## config.mk

```make
export PLATFORM = sky130hd
export DESIGN_NAME = mult_core
export DESIGN_NICKNAME = d
export VERILOG_FILES = /design/src/rtl/mult_pkg.sv /design/src/rtl/mult_shift_reg.sv /design/src/rtl/mult_core.sv
export SDC_FILE = /design/constraint.sdc
export NUM_CORES = 1
export LEC_CHECK = 0
export ABC_AREA = 1
export CAP_MARGIN = 10
export CORE_MARGIN = 8
export CORE_UTILIZATION = 25
export DETAILED_ROUTE_END_ITERATION = 6
export PLACE_DENSITY = 0.54
export SKIP_CTS_REPAIR_TIMING = 1
export SLEW_MARGIN = 30
export SYNTH_ARGS = -nofsm -noshare
export SYNTH_HDL_FRONTEND = slang
export SYNTH_SLANG_ARGS = --single-unit
```

## constraint.sdc

```tcl
create_clock -name Clk -period 2.7 [get_ports Clk]
set_input_delay 0.405 -clock Clk [delete_from_list [all_inputs] [get_ports Clk]]
set_output_delay 0.405 -clock Clk [all_outputs]
set_load 0.01 [all_outputs]
```

## src/rtl/mult_pkg.sv

```systemverilog
// Shared types and limits for the shift-add multiplier core.
package mult_pkg;
  localparam int unsigned MULT_WIDTH_MIN = 2;
  localparam int unsigned MULT_WIDTH_MAX = 32;

  typedef enum logic [2:0] {
    IDLE,
    CLEAR,
    ADD,
    SHIFT,
    DONE
  } mult_state_t;
endpackage

```

## src/rtl/mult_shift_reg.sv

```systemverilog
// Register with synchronous clear, right shift with serial in, and parallel load.
// Priority is clear > shift > load; the serial-out bit is simply q_o[0].
module mult_shift_reg #(
  parameter int WIDTH = 8
) (
  input  logic             clk_i,
  input  logic             clr_i,
  input  logic             shift_i,
  input  logic             load_i,
  input  logic             sin_i,
  input  logic [WIDTH-1:0] d_i,
  output logic [WIDTH-1:0] q_o
);
  logic [WIDTH-1:0] q_q;

  always_ff @(posedge clk_i) begin
    if (clr_i)        q_q <= '0;
    else if (shift_i) q_q <= {sin_i, q_q[WIDTH-1:1]};
    else if (load_i)  q_q <= d_i;
  end

  assign q_o = q_q;
endmodule

```

## src/rtl/mult_core.sv

```systemverilog
// Shift-add multiplier: A/B shift registers, S multiplicand, X sign/carry bit and
// a sequencing FSM. Signed mode subtracts the final partial product.
module mult_core
  import mult_pkg::*;
#(
  parameter int WIDTH = 8
) (
  input  logic             Clk,
  input  logic             Reset,
  input  logic             Start,
  input  logic             ClearA_LoadB,
  input  logic             Signed_Mode,
  input  logic [WIDTH-1:0] Sw,
  output logic [WIDTH-1:0] Aval,
  output logic [WIDTH-1:0] Bval,
  output logic             Xval,
  output logic             Busy,
  output logic             Done
);
  localparam int CNT_W = $clog2(WIDTH) + 1;
  localparam logic [CNT_W-1:0] LAST_CNT = CNT_W'(WIDTH - 1);

  mult_state_t      state_q, state_d;
  logic [WIDTH-1:0] s_q, s_d;
  logic             x_q, x_d;
  logic [CNT_W-1:0] cnt_q, cnt_d;
  logic             mode_q, mode_d;
  logic             busy_q, done_q;

  logic [WIDTH-1:0] a_val, b_val;
  logic             a_clr, a_shift, a_load;
  logic             b_clr, b_shift, b_load;
  logic [WIDTH:0]   a_ext, s_ext, sum;
  logic             last;

  assign a_ext = {mode_q & a_val[WIDTH-1], a_val};
  assign s_ext = {mode_q & s_q[WIDTH-1], s_q};
  assign last  = (cnt_q == LAST_CNT);
  // The MSB of a two's-complement multiplier has negative weight.
  assign sum   = (mode_q && last) ? (a_ext - s_ext) : (a_ext + s_ext);

  always_comb begin
    state_d = state_q;
    s_d     = s_q;
    x_d     = x_q;
    cnt_d   = cnt_q;
    mode_d  = mode_q;
    a_clr   = Reset;
    a_shift = 1'b0;
    a_load  = 1'b0;
    b_clr   = Reset;
    b_shift = 1'b0;
    b_load  = 1'b0;
    case (state_q)
      IDLE: begin
        if (ClearA_LoadB) begin
          a_clr  = 1'b1;
          x_d    = 1'b0;
          b_load = 1'b1;
        end else if (Start) begin
          s_d     = Sw;
          mode_d  = Signed_Mode;
          state_d = CLEAR;
        end
      end
      CLEAR: begin
        a_clr   = 1'b1;
        x_d     = 1'b0;
        cnt_d   = '0;
        state_d = ADD;
      end
      ADD: begin
        if (b_val[0]) begin
          a_load = 1'b1;
          x_d    = sum[WIDTH];
        end
        state_d = SHIFT;
      end
      SHIFT: begin
        a_shift = 1'b1;
        b_shift = 1'b1;
        if (!mode_q) x_d = 1'b0;
        cnt_d   = cnt_q + 1'b1;
        state_d = last ? DONE : ADD;
      end
      DONE: begin
        if (!Start) state_d = IDLE;
      end
      default: state_d = IDLE;
    endcase
  end

  // Busy/Done are registered from the current state, so they trail it by one edge.
  always_ff @(posedge Clk) begin
    if (Reset) begin
      state_q <= IDLE;
      s_q     <= '0;
      x_q     <= 1'b0;
      cnt_q   <= '0;
      mode_q  <= 1'b0;
      busy_q  <= 1'b0;
      done_q  <= 1'b0;
    end else begin
      state_q <= state_d;
      s_q     <= s_d;
      x_q     <= x_d;
      cnt_q   <= cnt_d;
      mode_q  <= mode_d;
      busy_q  <= (state_q == CLEAR) || (state_q == ADD) || (state_q == SHIFT);
      done_q  <= (state_q == DONE);
    end
  end

  mult_shift_reg #(.WIDTH(WIDTH)) u_areg (
    .clk_i  (Clk),
    .clr_i  (a_clr),
    .shift_i(a_shift),
    .load_i (a_load),
    .sin_i  (x_q),
    .d_i    (sum[WIDTH-1:0]),
    .q_o    (a_val)
  );

  mult_shift_reg #(.WIDTH(WIDTH)) u_breg (
    .clk_i  (Clk),
    .clr_i  (b_clr),
    .shift_i(b_shift),
    .load_i (b_load),
    .sin_i  (a_val[0]),
    .d_i    (Sw),
    .q_o    (b_val)
  );

  assign Aval = a_val;
  assign Bval = b_val;
  assign Xval = x_q;
  assign Busy = busy_q;
  assign Done = done_q;
endmodule
```

==> flow_summary_export.csv, run 1 <==
group,metric,value,unit
status,status,"finished clean",
floorplan,die_w,106,microns
route,wl_per_cell,11.6,microns
yosys,synth.most_common_cell,"nand2_1",
critical_path,path_max_fanout,9,
yosys,synth_top_cell_by_area,"dfxtp_1",
global_route,first_global_vias,1851,
floorplan,fp.dieArea,0.0113,sq mm
cells_and_area,nNetsFinal,347,
critical_path,reg2reg_from,"cnt_q[0]",
power_and_ir_drop,p_int,0.000975,W
clock_tree,clock_latency,0.29,ns
yosys,synth_area_leaders,"dfxtp_1 34%, nand2_1 12%, inv_1 6.4%",
route,post-route-drc-count,0,
timing,report.final.setup_viol,0,
placed_design,port_buffers,31,
yosys,seq_area_frac_synth,34.3,%
timing,fin_tns_setup,0,ns
power_and_ir_drop,clock_power_share,25.9,%
timing,min_period,2.47,ns
cells_and_area,syn2layout_area_growth,24.7,%
cells_and_area,fillers,885,
global_route,antenna_found_initial,0,
timing,hold_viol,0,
placed_design,placed_cell_area,0.00244,sq mm
critical_path,endpoint_kind,"register",
yosys,postSynthNetCount,313,
clock_tree,cts_tree,"done",
yosys,synthesis.area,0.00204,sq mm
global_route,use_met3,3.33,%
floorplan,coreArea,0.00805,sq mm
clock_tree,root_buffer,"clkbuf_8",
route,via_per_inst,4.40,
route,drtIter0Drc,91,
yosys,ys_warn_count,0,
cells_and_area,final_area,0.00255,sq mm
floorplan,die_y,106,microns
timing,slew_viol_final,0,
placed_design,placed_cells,419,
global_route,grt_max_degree,20,
hold_path,holdCritStartpoint,"state_q[2]",
yosys,synth_ff_type,"dfxtp_1",
yosys,async_flop_share,0,%
critical_path,worstPathRequired,2.86,ns
power_and_ir_drop,vdd_drop_max,0.000235,V
timing,slew_headroom,70.8,%
yosys,ys_seq_elements,35,
clock_tree,h-tree-depth,2,
timing,final.period_utilization,91.4,%
yosys,ys_top_cells_by_count,"68 x nand2_1, 35 x dfxtp_1, 35 x inv_1",
route,drt-total-wl,4.97,mm
placed_design,gp_congestion,0.794,
clock_tree,clockBufferDepth,2,
route,ant_nets,0,
route,drt_first_pass_iters,6,
clock_tree,cts_sinks,35,
floorplan,io-pin-count,32,
run,cap_viol_max_count,0,
critical_path,startpoint,"cnt_q[0]",
cells_and_area,final_cell_count_no_fill,428,
floorplan,rows,33,
global_route,grt_usage,9.34,%
global_route,grt_first_pass_wirelength,8.68,mm
route,vias,1883,
timing,skew,0.00450,ns
timing,fmax,405,MHz
critical_path,startpoint_type,"register",
power_and_ir_drop,power.density,591,mW/mm^2
floorplan,start_util,25.4,%
global_route,globalRouteOverflowTotal,0,
global_route,grt_use_met1,12.1,%
yosys,synth_top_cell_area_share,34.3,%
yosys,synth_edf_count,0,
yosys,syn_inst,289,
power_and_ir_drop,p_comb_share,34.2,%
power_and_ir_drop,p_seq_share,39.9,%
critical_path,path_class,"register to register",
cells_and_area,regArea,701,sq um
global_route,top_usage_layer,"met2",
cells_and_area,utilization,31.6,%
yosys,synth_cell_types,35,
power_and_ir_drop,switching_share,35.2,%
power_and_ir_drop,p_leak,1.06,nW
global_route,grt_use_met2,14.0,%
critical_path,arrival,2.63,ns
cells_and_area,drive_gt1_share,8.36,%
clock_tree,cts_made_buffers,5,
timing,tightestPinTransition,0.436,ns
cells_and_area,multiInputGateArea,0.00114,sq mm
cells_and_area,diodes,0,
hold_path,hp-class,"register to register",
timing,rsz0062_at_grt,"false",
yosys,syn_avg_cell_area,7.07,sq um
power_and_ir_drop,switchingPower,0.000531,W
placed_design,dpl.hpwl,3.83,mm
clock_tree,clk_pin_slew,0.07,ns
layer usage:
metal | routed length [microns] | part of all wire [%]
met5 | 0 | 0
met3 | 294 | 5.9
met4 | 41 | 0.83
met1 | 2560 | 52
met2 | 2070 | 42
state kept, by name (all words and copies together), names as in the netlist:
signal and count:
mode_q 1, cnt_q 4, state_q 3, u_breg.q_o 8
Xval 1, Busy 1, u_areg.q_o 8, s_q 8
Done 1
through the flow:
| stage | power, W | hold slack [ns] | setup slack (ns) |
|---|---|---|---|
| floorplan | 0.000985 | 0.447 | 0.521 |
| global route | 0.00162 | 0.508 | 0.0294 |
| CTS | 0.00153 | 0.474 | 0.260 |
| detailed placement | 0.00113 | 0.464 | 0.275 |
| global placement | 0.00113 | 0.468 | 0.346 |
| finish | 0.00151 | 0.476 | 0.233 |
cell type report:
cell class	count	area share, %
Clock buffer	6	3.24
Clock inverter	1	0.196
Inverter	39	5.94
Multi-Input combinational cell	207	44.6
Sequential cell	35	27.5
Tap cell	105	5.16
Timing Repair Buffer	35	13.4
path summary, 6_finish.rpt:
path	slack [ns]	cells after the start	endpoint
worst max-delay path	0.23	14	u_areg.q_o[5]
worst min-delay path	0.48	1	Busy
worst max register to register	0.23	14	u_areg.q_o[5]
worst min register to register	0.48	1	Busy
worst max-delay path, stage by stage, from the launching register on:
cell and delay [ns]:
dfxtp_1 0.38, ha_1 0.18, nand2_1 0.09, nor2_2 0.13
nand2_2 0.13, buf_4 0.16, nand2_1 0.07, xor2_1 0.17
ha_1 0.31, a21o_1 0.23, inv_1 0.05, nand2_1 0.05
or2_2 0.27, nand3_1 0.07, a21oi_1 0.06
power groups by stage:
stage               sequential [W]  combinational [W]  clock [W]
floorplan                 0.000617           0.000368          0
global placement          0.000614           0.000513          0
detailed placement        0.000613           0.000517          0
CTS                       0.000602           0.000520   0.000408
global route              0.000609           0.000586   0.000428
finish                    0.000602           0.000515   0.000390
cells by family (layout without fill, tap and decap cells):
logic type      after synthesis  in the layout  share of synthesized area (%)
compound gates               70             70                           19.1
flops                        35             35                           34.3
fa+ha+maj                    11             11                           7.10
buf+inv                      47             81                           10.2
simple gates                118            118                           25.8
xor+xnor                      8              8                           3.43
layout by cell type (no fill, tap or decap):
cell,n
o21bai_1,1
nor3_1,2
fa_1,1
a21oi_2,1
inv_6,1
nor2_2,2
nor2_1,15
a211oi_1,1
nand3b_1,1
clkinv_2,1
a31oi_1,12
clkbuf_8,6
o22ai_1,1
o22ai_2,1
ha_1,10
nand2_2,3
a22oi_1,1
o21ai_0,24
a21o_1,1
nor2_8,1
xor2_1,8
nand2_4,2
nor4_1,1
o31ai_1,1
o21ai_1,3
buf_4,4
clkdlybuf4s50_1,31
nand2_1,68
dfxtp_1,35
a21oi_1,23
or2_2,2
nand3_1,18
inv_1,35
inv_2,3
nand4_1,3
(Power assumes the default switching activity.)
==> run 2, diff against run 1 <==
--- a/config.mk
+++ b/config.mk
@@ -7,7 +7,6 @@
 export LEC_CHECK = 0
 export ABC_AREA = 1
 export CAP_MARGIN = 10
-export CORE_MARGIN = 8
 export CORE_UTILIZATION = 25
 export DETAILED_ROUTE_END_ITERATION = 6
 export PLACE_DENSITY = 0.54
==> run 2 against run 1 <==
  * Power up 6.1%
  * Highest routed layer unchanged
  * Clock power is 23% higher
  * Sequential cell count stayed put
  * Critical path depth is 1 lower
  * First-iteration DRC count fell by 13%
  * Final cell count shrank 0.93%
  * Clock skew is 0.0052 ns higher
==> flow_summary_export.csv, run 2 (synthesized netlist as in run 1, its figures left out) <==
group,metric,value,unit
status,status,"finished clean",
placed_design,gp_congestion,0.803,
floorplan,io-pin-count,32,
clock_tree,clockBufferDepth,2,
cells_and_area,layout_commonest_cell,"nand2_1",
critical_path,startpoint,"cnt_q[1]",
clock_tree,h-tree-depth,2,
timing,timing.hold.ws,0.464,ns
floorplan,die_y,92.4,microns
global_route,first_global_vias,1814,
floorplan,start_util,26.2,%
floorplan,fp.dieArea,0.00854,sq mm
floorplan,rows,32,
power_and_ir_drop,vdd_drop_max,0.000304,V
global_route,grt_max_degree,20,
power_and_ir_drop,power,0.00160,W
global_route,grt_use_met1,16.1,%
hold_path,holdCritStartpoint,"cnt_q[0]",
clock_tree,cts_made_buffers,5,
cells_and_area,fillers,869,
timing,final.period_utilization,88.7,%
clock_tree,cts_sinks,35,
run,cap_viol_max_count,0,
placed_design,dpl.hpwl,3.67,mm
power_and_ir_drop,p_seq_share,37.7,%
power_and_ir_drop,switching_share,34.3,%
timing,report.final.setup_viol,0,
route,via_per_inst,4.58,
cells_and_area,layout_common_cells,"68 x nand2_1, 35 x inv_1, 34 x dfxtp_1",
cells_and_area,nNetsFinal,345,
timing,setup_slack,0.306,ns
timing,fin_tns_setup,0,ns
cells_and_area,utilization,32.7,%
critical_path,startpoint_type,"register",
route,vias,1940,
timing,min_period,2.39,ns
critical_path,rrSetupSlack,0.31,ns
global_route,grt_first_pass_wirelength,8.22,mm
timing,skew,0.00973,ns
cells_and_area,multiInputGateArea,0.00114,sq mm
global_route,grt_usage,11.9,%
global_route,top_usage_layer,"met2",
power_and_ir_drop,power.density,626,mW/mm^2
timing,hold_viol,0,
route,drt_first_pass_iters,4,
route,ant_nets,0,
power_and_ir_drop,p_comb_share,32.4,%
floorplan,die_w,92.4,microns
timing,rsz0062_at_grt,"false",
cells_and_area,regArea,702,sq um
timing,slew_viol_final,0,
route,drt-total-wl,4.82,mm
clock_tree,clk_pin_slew,0.07,ns
floorplan,coreArea,0.00781,sq mm
clock_tree,clock_latency,0.29,ns
clock_tree,cts_tree,"done",
cells_and_area,syn2layout_area_growth,25.0,%
timing,tightestPinTransition,0.433,ns
critical_path,arrival,2.55,ns
cells_and_area,drive_gt1_share,8.39,%
critical_path,path_max_fanout,10,
timing,slew_headroom,71.1,%
global_route,antenna_found_initial,0,
critical_path,endpoint_kind,"register",
hold_path,hp-class,"register to register",
power_and_ir_drop,switchingPower,0.000548,W
route,wl_per_cell,11.4,microns
power_and_ir_drop,p_int,0.00105,W
global_route,globalRouteOverflowTotal,0,
global_route,grt_use_met2,19.1,%
route,drtIter0Drc,79,
power_and_ir_drop,p_leak,1.06,nW
critical_path,path_class,"register to register",
critical_path,worstPathRequired,2.85,ns
power_and_ir_drop,clock_power_share,29.9,%
global_route,use_met3,2.13,%
cells_and_area,diodes,0,
critical_path,reg2reg_from,"cnt_q[1]",
placed_design,port_buffers,31,
clock_tree,root_buffer,"clkbuf_8",
route,post-route-drc-count,0,
timing,fmax,418,MHz
placed_design,place_ws,0.247,ns
[run 2: worst paths after layout]
kind / end / cells after the start
min reg2reg: cnt_q[0] / 1
min: cnt_q[0] / 1
max: u_areg.q_o[5] / 13
max reg2reg: u_areg.q_o[5] / 13
[run 2: area by class of cell]
cell class / count / area share, %
well taps: 102 / 5.00
repair buffers: 33 / 12.7
clock buffers: 5 / 2.69
inverters: 39 / 5.93
clock inverters: 3 / 1.71
flip-flops and latches: 35 / 27.5
multi-input cells: 207 / 44.5
[run 2: power groups by stage]
stage / combinational (W) / clock, W / sequential [W]
4_1_cts: 0.000519 / 0.000495 / 0.000603
3_5_place_dp: 0.000516 / 0 / 0.000614
3_3_place_gp: 0.000512 / 0 / 0.000614
6_report: 0.000518 / 0.000478 / 0.000602
2_1_floorplan: 0.000368 / 0 / 0.000617
5_1_grt: 0.000585 / 0.000516 / 0.000610
[run 2: per-stage QoR]
step | area, sq um | instances
3_5_place_dp | 2440 | 416
4_1_cts | 2550 | 424
3_3_place_gp | 2440 | 416
6_report | 2550 | 424
5_1_grt | 2550 | 424
2_1_floorplan | 2040 | 289
[run 2: worst max-delay path, cell delays in order, from the launching register on]
cell	delay [ns]
dfxtp_1	0.36
ha_1	0.17
nand2_1	0.09
nor2_2	0.14
nand2_2	0.14
nand2_1	0.10
xor2_1	0.20
ha_1	0.32
a21o_1	0.22
inv_1	0.05
nand2_1	0.05
or2_2	0.27
nand3_1	0.07
a21oi_1	0.07
[run 2: layer usage]
| layer | vias to the layer above | part of all wire (%) |
|---|---|---|
| li1 | 1021 | - |
| met1 | 868 | 51 |
| met2 | 44 | 43 |
| met3 | 7 | 4.2 |
| met4 | 0 | 1.6 |
| met5 | - | 0 |
